$ cat config.mk
export PLATFORM = sky130hd
export DESIGN_NAME = display_7seg_mux
export DESIGN_NICKNAME = d
export VERILOG_FILES = /design/src/rtl/display_7seg_mux_pkg.sv /design/src/rtl/display_7seg_mux_seg7_decode.sv /design/src/rtl/display_7seg_mux.sv
export SDC_FILE = /design/constraint.sdc
export NUM_CORES = 1
export LEC_CHECK = 0
export ABC_AREA = 1
export CORE_MARGIN = 1
export CORE_UTILIZATION = 49
export DETAILED_ROUTE_END_ITERATION = 10
export PLACE_DENSITY = 0.76
export SYNTH_ARGS = -nofsm -noshare
export SYNTH_HDL_FRONTEND = slang
export SYNTH_SLANG_ARGS = --single-unit
$ cat constraint.sdc
create_clock -name clk -period 2.09 [get_ports clk]
set_clock_uncertainty 0.15 [all_clocks]
set_input_delay 0.3135 -clock clk [delete_from_list [all_inputs] [get_ports clk]]
set_output_delay 0.3135 -clock clk [all_outputs]
set_load 0.05 [all_outputs]
$ cat src/rtl/display_7seg_mux_pkg.sv
// Shared constants and the nibble-to-segment lookup for the multiplexed 7-segment driver.
// Segment bit order is {g,f,e,d,c,b,a}, active-high.
package display_7seg_pkg;

    localparam logic [6:0] SEG_ALL_ON = 7'h7F;
    localparam logic [6:0] SEG_OFF    = 7'h00;

    // Index 0 is the rightmost entry; codes 10-15 render as A,b,C,d,E,F.
    localparam logic [15:0][6:0] SEG_TABLE = {
        7'h71, 7'h79, 7'h5E, 7'h39, 7'h7C, 7'h77, 7'h6F, 7'h7F,
        7'h07, 7'h7D, 7'h6D, 7'h66, 7'h4F, 7'h5B, 7'h06, 7'h3F
    };

    function automatic logic [6:0] seg7_lookup(input logic [3:0] nibble, input logic hex_mode);
        logic [6:0] seg_v;
        if (!hex_mode && (nibble > 4'd9)) begin
            seg_v = SEG_OFF;
        end else begin
            seg_v = SEG_TABLE[nibble];
        end
        return seg_v;
    endfunction

endpackage

$ cat src/rtl/display_7seg_mux_seg7_decode.sv
// Combinational nibble-to-segment decoder; HEX_MODE=0 blanks codes above 9.
module seg7_decode
    import display_7seg_pkg::*;
#(
    parameter int HEX_MODE = 1
) (
    input  logic [3:0] nibble,
    output logic [6:0] seg
);

    // Table lookup of the selected nibble
    always_comb begin
        seg = seg7_lookup(nibble, (HEX_MODE != 0));
    end

endmodule

$ cat src/rtl/display_7seg_mux.sv
// Time-multiplexed N-digit 7-segment driver: input latch, refresh prescaler, scan counter,
// lamp test / blanking / leading-zero blanking priority mux and registered outputs.
module display_7seg_mux
    import display_7seg_pkg::*;
#(
    parameter int N_DIGITS       = 4,
    parameter int DIV            = 50000,
    parameter int HEX_MODE       = 1,
    parameter int SEG_ACTIVE_LOW = 0,
    parameter int AN_ACTIVE_LOW  = 0
) (
    input  logic                    clk,
    input  logic                    rst_n,
    input  logic [4*N_DIGITS-1:0]   data,
    input  logic                    le,
    input  logic                    lt_n,
    input  logic                    bi_n,
    input  logic                    lzb,
    output logic [6:0]              seg,
    output logic [N_DIGITS-1:0]     an,
    output logic                    frame_tick
);

    localparam int IDX_W = (N_DIGITS > 1) ? $clog2(N_DIGITS) : 1;
    localparam int CNT_W = (DIV > 1) ? $clog2(DIV) : 1;
    localparam logic [IDX_W-1:0] IDX_LAST = IDX_W'(N_DIGITS - 1);
    localparam logic [IDX_W-1:0] IDX_ONE  = IDX_W'(1);
    localparam logic [CNT_W-1:0] CNT_LAST = CNT_W'(DIV - 1);
    localparam logic [CNT_W-1:0] CNT_ONE  = CNT_W'(1);

    logic [4*N_DIGITS-1:0] lat_r;
    logic [CNT_W-1:0]      cnt_r;
    logic [IDX_W-1:0]      idx_r;
    logic                  tick_s;
    logic                  wrap_s;
    logic [N_DIGITS-1:0]   an_next_s;
    logic [N_DIGITS-1:0]   blank_mask_s;
    logic [3:0]            nib_sel_s;
    logic [6:0]            dec_s;
    logic [6:0]            seg_next_s;
    logic [6:0]            seg_r;
    logic [N_DIGITS-1:0]   an_r;
    logic                  frame_tick_r;

    assign tick_s = (cnt_r == CNT_LAST);
    assign wrap_s = tick_s && (idx_r == IDX_LAST);

    // Transparent input latch while le is low
    always_ff @(posedge clk or negedge rst_n) begin
        if (!rst_n) begin
            lat_r <= {(4*N_DIGITS){1'b0}};
        end else if (!le) begin
            lat_r <= data;
        end
    end

    // Refresh prescaler: one tick every DIV cycles
    always_ff @(posedge clk or negedge rst_n) begin
        if (!rst_n) begin
            cnt_r <= {CNT_W{1'b0}};
        end else if (tick_s) begin
            cnt_r <= {CNT_W{1'b0}};
        end else begin
            cnt_r <= cnt_r + CNT_ONE;
        end
    end

    // Scan index advances on each prescaler tick
    always_ff @(posedge clk or negedge rst_n) begin
        if (!rst_n) begin
            idx_r <= {IDX_W{1'b0}};
        end else if (wrap_s) begin
            idx_r <= {IDX_W{1'b0}};
        end else if (tick_s) begin
            idx_r <= idx_r + IDX_ONE;
        end
    end

    // One-hot select, nibble mux and leading-zero mask (scan from the most significant digit down)
    always_comb begin
        logic lead_zero_v;
        lead_zero_v  = 1'b1;
        an_next_s    = {N_DIGITS{1'b0}};
        blank_mask_s = {N_DIGITS{1'b0}};
        nib_sel_s    = 4'h0;
        for (int i = N_DIGITS - 1; i >= 0; i--) begin
            an_next_s[i]    = (idx_r == IDX_W'(i));
            nib_sel_s       = nib_sel_s | (lat_r[4*i +: 4] & {4{an_next_s[i]}});
            lead_zero_v     = lead_zero_v & (lat_r[4*i +: 4] == 4'h0);
            blank_mask_s[i] = (i != 0) && lead_zero_v;
        end
    end

    seg7_decode #(
        .HEX_MODE (HEX_MODE)
    ) u_decode (
        .nibble (nib_sel_s),
        .seg    (dec_s)
    );

    // Segment priority: lamp test, blanking, leading-zero blanking, decoded digit
    always_comb begin
        seg_next_s = SEG_OFF;
        if (!lt_n) begin
            seg_next_s = SEG_ALL_ON;
        end else if (!bi_n) begin
            seg_next_s = SEG_OFF;
        end else if (lzb && (|(blank_mask_s & an_next_s))) begin
            seg_next_s = SEG_OFF;
        end else begin
            seg_next_s = dec_s;
        end
    end

    // Output registers; reset leaves every segment and anode inactive
    always_ff @(posedge clk or negedge rst_n) begin
        if (!rst_n) begin
            seg_r        <= SEG_OFF;
            an_r         <= {N_DIGITS{1'b0}};
            frame_tick_r <= 1'b0;
        end else begin
            seg_r        <= seg_next_s;
            an_r         <= an_next_s;
            frame_tick_r <= wrap_s;
        end
    end

    // Polarity inversion sits after the registers so the pins never glitch
    assign seg        = seg_r ^ {7{(SEG_ACTIVE_LOW != 0)}};
    assign an         = an_r ^ {N_DIGITS{(AN_ACTIVE_LOW != 0)}};
    assign frame_tick = frame_tick_r;

endmodule
After elaboration in Yosys (flattened, before gate mapping)

Memories as Yosys holds them, arrays and structs flattened.
Index checks and enable logic that the tools add are counted.

ROM bits: 112
Output and inout port bits: 12
Logic and storage cells: 39
Bits in registers: 46
Memories: 1

Reduce and logical (&&, ||, !) cells: 8
Add/sub/neg operators: 2
Eq/ne operators: 4
Multiplexer cells: 7
Magnitude comparators: 1
Bitwise logic cells: 10

Memory list:

| memory           | depth | bits a word | rd ports | clocked after memory_dff | wr ports | line                       | RTL |
|---|---|---|---|---|---|---|---|
| (name not given) | 16    | 7           | 1        | 0                        | 0        | display_7seg_mux_pkg.sv:19 | `seg_v = SEG_TABLE[nibble];` |

Operator list:

| operator              | number |
|---|---|
| $mux 7                | 4 |
| $and 4x4->4           | 5 |
| $add 16x1->16 const B | 1 |
| $eq 16x16->1 const B  | 1 |
| $mux 16               | 1 |
| $logic_not 4->1       | 3 |
| $or 4x4->4            | 3 |
| $lt 4x5->1 const B    | 1 |
| $eq 2x2->1 const B    | 2 |
| $mux 2                | 2 |
| $reduce_or 4->1       | 1 |
| $add 2x1->2 const B   | 1 |
| $and 1x1->1           | 2 |
| $eq 2x1->1 const B    | 1 |
| $logic_and 1x1->1     | 2 |
| $logic_not 2->1       | 1 |
| $reduce_bool 2->1     | 1 |

Longest topological paths before layout

Gate-level depths: netlist of run 1.

Depth after elaboration: 10
Mapped depth: 13
Depth with buffers taken out: 13

Hierarchy

From an unflattened synthesis of run 1, not the netlist that was laid out.

Cells, all modules: 291
Area total of the unflattened synthesis: 2423.6 sq um

By module, submodules not included:

| module           | instances | area an instance (sq um) | cells each |
|---|---|---|---|
| display_7seg_mux | 1         | 2153.3                   | 239 |
| seg7_decode      | 1         | 270.3                    | 52 |

Worst setup path before layout of run 1

OpenSTA, ideal clock, no wires.

Kind: flip-flop to flip-flop
Start: register idx_r[0]
End: register seg_r[1], in the netlist seg[1]
Setup time: 0.118 ns
Data required time: 1.822 ns
Stages on the path, launching flop included: 14
Arrival: 1.734 ns
Path slack: 0.088 ns
Clock period less this slack: 2.002 ns
Cells stage by stage: dfrtp_1 inv_1 ha_1 nand2_1 nand2_1 nor2_1 inv_1 ha_1 inv_1 nand2_1 nand2_1 nand2_1 nand3_1 nand2_1

Cells in the longest elaborated chain, start to end: 10
Elaborated cells on any way between the ends: 19

Ends and longest elaborated chain:

| element                      | line                       | RTL |
|---|---|---|
| start: declaration           | display_7seg_mux.sv:33     | `logic [IDX_W-1:0] idx_r;` |
| start signal: assignment     | display_7seg_mux.sv:71     | `idx_r <= {IDX_W{1'b0}};` |
| start signal: assignment     | display_7seg_mux.sv:73     | `idx_r <= {IDX_W{1'b0}};` |
| start signal: assignment     | display_7seg_mux.sv:75     | `idx_r <= idx_r + IDX_ONE;` |
| $eq 2x2->1 *                 | display_7seg_mux.sv:87     | `an_next_s[i] = (idx_r == IDX_W'(i));` |
| named net an_next_s[2]       | display_7seg_mux.sv:36     | `logic [N_DIGITS-1:0] an_next_s;` |
| $and 4x4->4                  | display_7seg_mux.sv:88     | `nib_sel_s = nib_sel_s \| (lat_r[4*i +: 4] & {4{an_next_s[i]}});` |
| $or 4x4->4 (3 in series)     | display_7seg_mux.sv:88     |  |
| $mem_v2 16x7                 | n/a                        |  |
| $mux 7 (not written as such) | display_7seg_mux_pkg.sv:19 |  |
| $mux 7 *                     | display_7seg_mux.sv:108    | `end else if (lzb && (\|(blank_mask_s & an_next_s))) begin` |
| $mux 7 *                     | display_7seg_mux.sv:106    | `end else if (!bi_n) begin` |
| $mux 7 *                     | display_7seg_mux.sv:104    | `if (!lt_n) begin` |
| named net seg_next_s[1]      | display_7seg_mux.sv:40     | `logic [6:0] seg_next_s;` |
| end signal: assignment       | display_7seg_mux.sv:122    | `seg_r <= seg_next_s;` |
| end: declaration             | display_7seg_mux.sv:41     | `logic [6:0] seg_r;` |

Mark *: on every way through the listed nets, which the timed path passes. The rest lies on a longest branch. The select of a mux whose other input is x is not followed.
A chain may end at the register's enable or synchronous reset.

Worst setup path in the final report of run 1

Start: register idx_r[1]
End: register seg_r[3], in the netlist seg[3]

The elaborated chain is that of the path after synthesis.

==> flow_summary.ini, run 1 <==
[setup_path]
crit_path_end_kind = flip-flop
regToRegEndpoint = seg[3]
critical-path-top-cell-by-count = nand2_1
r2r-start = idx_r[1]
regToRegSetupSlack_ns = 0.15
timing_worst_setup_path_type = flip-flop to flip-flop
timing.critical_path.fanout_max = 6
arrival_ns = 2.02
slowest_stage = dfrtp_1
critical_path.cell_chain = buf_4 -> ha_4 -> nand2_1 -> nand2_1 -> nor2_2 -> ha_1 -> inv_1 -> nand2_1 -> nand3_1 -> nand2_1 -> o21bai_1
timing.critical_path.from_type = flip-flop
cpPeakStageDelay_ns = 0.40
critPathRequiredTime_ns = 2.17
timing.reg2reg.worst_path_depth = 11

[hold_path]
hold_path_class = flip-flop to flip-flop
worst_hold_path.num_cells = 1
min_delay_startpoint = cnt_r[0]
holdPathEnd = cnt_r[0]

[sta]
grt_setup_unrepaired = false
relSlewSlack = 0.631
final_report_setup_violation_count = 0
tightest_slew_ns = 0.554
timing.hold.ws_ns = 0.336
final-hold-violation-count = 0
fin_max_slew_vios = 0
final.min_clock_period_ns = 1.94
totalNegativeSetupSlack_ns = 0
achievable-frequency_mhz = 516
final_cycle_utilization_of_the_critical_path = 0.928

[synthesis]
synth_largest_area_cell = dfrtp_1
ys_seq_elements = 46
synth.yosys.warnings = 0
post_synth.cell_area_avg_um2 = 8.62
muxShareOfSynthArea = 0.0700
synthesis.area_um2 = 2410
yosys.area_share.simple = 0.261
synth.distinct_cells = 26
post_synth_xor_area_fraction = 0.0399
total_nets_after_synthesis = 313
synth_sequential_area_ratio = 0.477
postSynth.asyncResetShare = 1.00
post_synth_fa_ha_maj_area_fraction = 0.0570
number_of_enable_type_register_cells_in_the_synthesized_netlist = 0
ys.flop_type = dfrtp_1
synth_top_family_by_area = simple AND/OR/NAND/NOR gates
synth_largest_type_area_fraction = 0.477
compound_gate_portion_of_the_synthesized_area = 0.0290
synth.area.top_cells = dfrtp_1 48%, nand2_1 13%, mux2_2 7.0%
synth_cells = 280

[die]
dieArea_um2 = 5210
core_um2 = 4720
die_y_um = 72.2
die_width_um = 72.2
design.portCount = 34
placementRows = 25
initial_utilization = 0.511

[routing]
routed_wire_length_per_instance_um = 11.6
via_per_inst = 4.80
detailroute.via_count = 1871
drc = 0
drt_pass1_iterations = 4
routed_wl_um = 4510
detail_route.iter0.violations = 113
ant_nets = 0

[cts]
cts_htree_levels = 2
cts_inserted_buffers = 5
clk_root_buffer_cell = clkbuf_8
cts_tree = done
cts.reportedPaths.clkPinSlew_ns = 0.09
clock-sinks = 46
worst_skew_pair.late_latency_ns = 0.30
cts_max_path_buffers = 2

[global_routing]
wire_length_of_the_first_global_routing_pass_um = 7800
overflow = 0
grt_start_max_net_pins = 47
first_global_vias = 1809
track_usage = 0.194
grt_antenna_before_repair = 0

[final_layout]
area.growth.synth_to_final_pct = 24.1
final_util = 0.634
nets = 355
n_antenna_cell = 0
multi_input_comb_area_um2 = 1150
post-route-cell-area_um2 = 3000
num-fill-cells = 394
ff_latch_area_um2 = 1150
post_route_cells_drive_above_1_share = 0.158

[placement]
count_of_input_and_output_buffers = 33
detailed_place_hpwl_um = 3360
area_after_detailed_placement_um2 = 2830
finalWeightedCongestion = 0.871

[job]
max_cap_viol_count = 0

[power_and_ir_drop]
power.static_leakage_nw = 1.42
power-per-cell-area_nw_per_um2 = 605
max-vdd-ir-drop_mv = 0.497

[status]
run_status = completed
[synth_stat cells (2+ instances only)]
library cell / count
buf_2: 2
nand3_1: 19
nand4_1: 3
xnor2_1: 2
o21bai_1: 3
mux2_2: 15
o21ai_1: 2
inv_2: 2
a21oi_1: 3
xor2_1: 9
nor2_1: 22
o21ai_0: 3
nand2_1: 83
nor2_2: 6
inv_1: 36
ha_1: 11
nand2_2: 2
dfrtp_1: 46
nor3_1: 4
[repair_timing]
action,CTS,global route
hold endpoints to repair,46,0
gates resized for setup,0,16
endpoints found under the setup margin,0,8
buffers inserted,0,1
hold buffers,1,0
[power breakdown]
| part | leakage (nW) | switching, mW | total (mW) | internal [mW] |
|---|---|---|---|---|
| logic | 0.815 | 0.163 | 0.292 | 0.129 |
| registers | 0.562 | 0.0279 | 0.960 | 0.932 |
| clock network | 0.0472 | 0.293 | 0.559 | 0.266 |
[kinds of logic (layout without fill, tap and decap cells)]
family,count (synthesis),in the layout
AOI/OAI and AO/OA,12,12
adders and majority gates,11,11
DFF,46,46
and+or+nand+nor,144,144
buffers and inverters,41,84
xor gates and xnor gates,11,11
muxes,15,15
[stage by stage]
step / cells / power, mW / worst slack (ns)
6_report: 390 / 1.81 / 0.151
4_1_cts: 389 / 1.83 / 0.0132
3_3_place_gp: 380 / 1.26 / 0.0851
2_1_floorplan: 280 / 1.15 / 0.0881
3_5_place_dp: 380 / 1.27 / 0.0270
5_1_grt: 390 / 1.91 / 0.00657
[per-layer routing]
metal	vias up	part of all wire	track usage
met2	52	0.47	0.301
met1	852	0.46	0.256
met4	0	0.018	0.0828
li1	957	-	-
met3	10	0.047	0.0556
met5	-	0	0
[worst max-delay path by stage]
stage / from / endpoint / slack [ns] / depth (start not counted)
after floorplan: idx_r[0] / seg[1] / 0.09 / 13
after global placement: idx_r[0] / seg[5] / 0.09 / 12
after detailed placement: idx_r[0] / seg[1] / 0.03 / 12
after CTS: idx_r[0] / seg[3] / 0.01 / 11
after global routing: idx_r[0] / seg[1] / 0.007 / 12
final: idx_r[1] / seg[3] / 0.15 / 11
[worst max-delay path: cells and delay by family (launching register included)]
family	cells	cell delay, ns
adders and majority gates	2	0.44
AOI/OAI and AO/OA	1	0.13
buffers and inverters	2	0.20
and+or+nand+nor	6	0.54
DFF	1	0.40
[sequential cells by signal, indices dropped and copies added, names as in the netlist]
name / flops
an: 4
cnt_r: 16
frame_tick: 1
idx_r: 2
lat_r: 16
seg: 7
[layout by cell type, fill, tap and decap left out, types with 2 or more instances in the layout]
master           netlist  layout
clkbuf_8               0       6
ha_4                   0       3
clkinvlp_4             0       2
xor2_1                 9       9
nor2_1                22      20
clkdlybuf4s50_1        0      32
buf_4                  1       4
a21oi_1                3       3
nand2_2                2       3
nand2_1               83      82
nand3_1               19      19
ha_1                  11       7
nor3_1                 4       4
inv_2                  2       2
inv_1                 36      34
nor2_2                 6       8
o21ai_1                2       4
dfrtp_1               46      45
o21bai_1               3       3
mux2_2                15      15
xnor2_1                2       2
nand4_1                3       3
[cell type report]
type                            count  area share
Clock inverter                      2     0.00418
Clock buffer                        6      0.0276
Multi-Input combinational cell    193       0.384
Inverter                           38      0.0497
Timing Repair Buffer               38       0.122
Sequential cell                    46       0.385
Tap cell                           67      0.0280
Note: power is estimated with default switching activity, not from simulation.
==> inputs of run 2 (changes only) <==
--- a/config.mk
+++ b/config.mk
@@ -7,9 +7,10 @@
 export LEC_CHECK = 0
 export ABC_AREA = 1
 export CORE_MARGIN = 1
-export CORE_UTILIZATION = 49
+export CORE_UTILIZATION = 51
+export CTS_BUF_LIST = sky130_fd_sc_hd__clkbuf_4 sky130_fd_sc_hd__clkbuf_8
 export DETAILED_ROUTE_END_ITERATION = 10
-export PLACE_DENSITY = 0.76
+export PLACE_DENSITY = 0.78
 export SYNTH_ARGS = -nofsm -noshare
 export SYNTH_HDL_FRONTEND = slang
 export SYNTH_SLANG_ARGS = --single-unit
==> flow_summary.ini, run 2 (synthesized netlist as in run 1, its figures left out) <==
[status]
run_status = completed

[global_routing]
grt_start_max_net_pins = 47
overflow = 0
first_global_vias = 1798
track_usage = 0.200
grt_antenna_before_repair = 0
wire_length_of_the_first_global_routing_pass_um = 7770

[placement]
count_of_input_and_output_buffers = 33
detailed_place_hpwl_um = 3360
dp.cells = 366
finalWeightedCongestion = 0.880

[setup_path]
timing.critical_path.fanout_max = 10
timing.critical_path.from_type = flip-flop
crit_path_end_kind = flip-flop
arrival_ns = 2.07
timing_worst_setup_path_type = flip-flop to flip-flop
critPathRequiredTime_ns = 2.15

[die]
die_width_um = 70.8
die_y_um = 70.8
dieArea_um2 = 5010
core_um2 = 4440
initial_utilization = 0.543
placementRows = 24
design.portCount = 34

[power_and_ir_drop]
power-per-cell-area_nw_per_um2 = 642
max-vdd-ir-drop_mv = 0.516
power.static_leakage_nw = 1.45

[final_layout]
nets = 356
area.growth.synth_to_final_pct = 26.4
layout.cells.most_common = nand2_1
multi_input_comb_area_um2 = 1190
post_route_cells_drive_above_1_share = 0.188
ff_latch_area_um2 = 1150
num-fill-cells = 345
n_antenna_cell = 0
layout.cells.most_common_list = 78 x nand2_1, 45 x dfrtp_1, 32 x inv_1, 32 x clkdlybuf4s50_1, 20 x nor2_1
instances_no_fill = 376

[sta]
relSlewSlack = 0.668
final_cycle_utilization_of_the_critical_path = 0.960
totalNegativeSetupSlack_ns = 0
final_report_setup_violation_count = 0
final.min_clock_period_ns = 2.01
final-hold-violation-count = 0
tightest_slew_ns = 0.497
achievable-frequency_mhz = 499
fin_max_slew_vios = 0

[cts]
worst_skew_pair.late_latency_ns = 0.31
clk_root_buffer_cell = clkbuf_8
clock-sinks = 46
cts_max_path_buffers = 2
cts_inserted_buffers = 5
cts_htree_levels = 2
cts_tree = done
cts.reportedPaths.clkPinSlew_ns = 0.08

[routing]
ant_nets = 0
drc = 0
detail_route.iter0.violations = 156
drt_pass1_iterations = 6
maxUsedRoutingLayer = met4
routed_wl_um = 4710
m1WireLength_um = 2020
routed_wire_length_per_instance_um = 12.5
met3_wirelength_um = 198
detailroute.via_count = 1911
route.met2.wl_um = 2300
via_per_inst = 5.08

[hold_path]
hold_path_class = flip-flop to flip-flop

[job]
max_cap_viol_count = 0
[run 2: repair_timing]
| item | CTS | global route |
|---|---|---|
| resized for setup | 1 | 26 |
| buffers inserted | 0 | 1 |
| endpoints found under the hold margin | 46 | 0 |
| pin swaps | 0 | 4 |
| endpoints found under the setup margin | 1 | 7 |
| cloned | 0 | 0 |
| hold buffers | 1 | 0 |
[run 2: through the flow]
| stage | setup slack [ns] | utilization | area, um2 | hold WS (ns) | power, mW |
|---|---|---|---|---|---|
| floorplan | 0.0881 | - | 2410 | -0.132 | 1.15 |
| global placement | 0.127 | 0.637 | 2830 | 0.159 | 1.26 |
| detailed placement | -0.0161 | 0.637 | 2830 | 0.162 | 1.27 |
| CTS | 0.00230 | 0.665 | 2960 | 0.315 | 1.94 |
| global route | -0.109 | 0.686 | 3050 | 0.350 | 2.04 |
| finish | 0.0843 | 0.686 | 3050 | 0.313 | 1.96 |
[run 2: path summary, 6_finish.rpt]
kind                                  end  slack, ns  cells after the start      from
worst max-delay path               seg[3]       0.08                     10  idx_r[0]
worst min-delay path             cnt_r[0]       0.31                      1  cnt_r[0]
worst max register to register     seg[3]       0.08                     10  idx_r[0]
worst min register to register   cnt_r[0]       0.31                      1  cnt_r[0]
max in group asynchronous        idx_r[0]       1.21                      3     rst_n
min in group asynchronous       cnt_r[15]       0.35                      3     rst_n
[run 2: worst max-delay path, stage by stage, from the launching register on]
cell      delay (ns)
dfrtp_2         0.46
inv_4           0.07
ha_2            0.20
buf_4           0.15
nand2_1         0.06
nand2_1         0.09
nor2_4          0.25
inv_1           0.16
nand2_1         0.09
nand2_1         0.06
o21bai_1        0.17
[run 2: power breakdown]
part / internal (mW) / switching (mW)
clock network: 0.384 / 0.299
logic: 0.138 / 0.176
registers: 0.932 / 0.0272
[run 2: per-layer routing]
metal,vias up,track usage
met2,63,0.325
met4,0,0.107
met5,-,0
met3,19,0.0513
met1,869,0.246
li1,960,-
[run 2: cell type report]
type	count	area share
Clock buffer	7	0.0275
Sequential cell	46	0.378
Clock inverter	1	0.00984
Timing Repair Buffer	39	0.126
Multi-Input combinational cell	193	0.390
Tap cell	52	0.0213
Inverter	38	0.0476
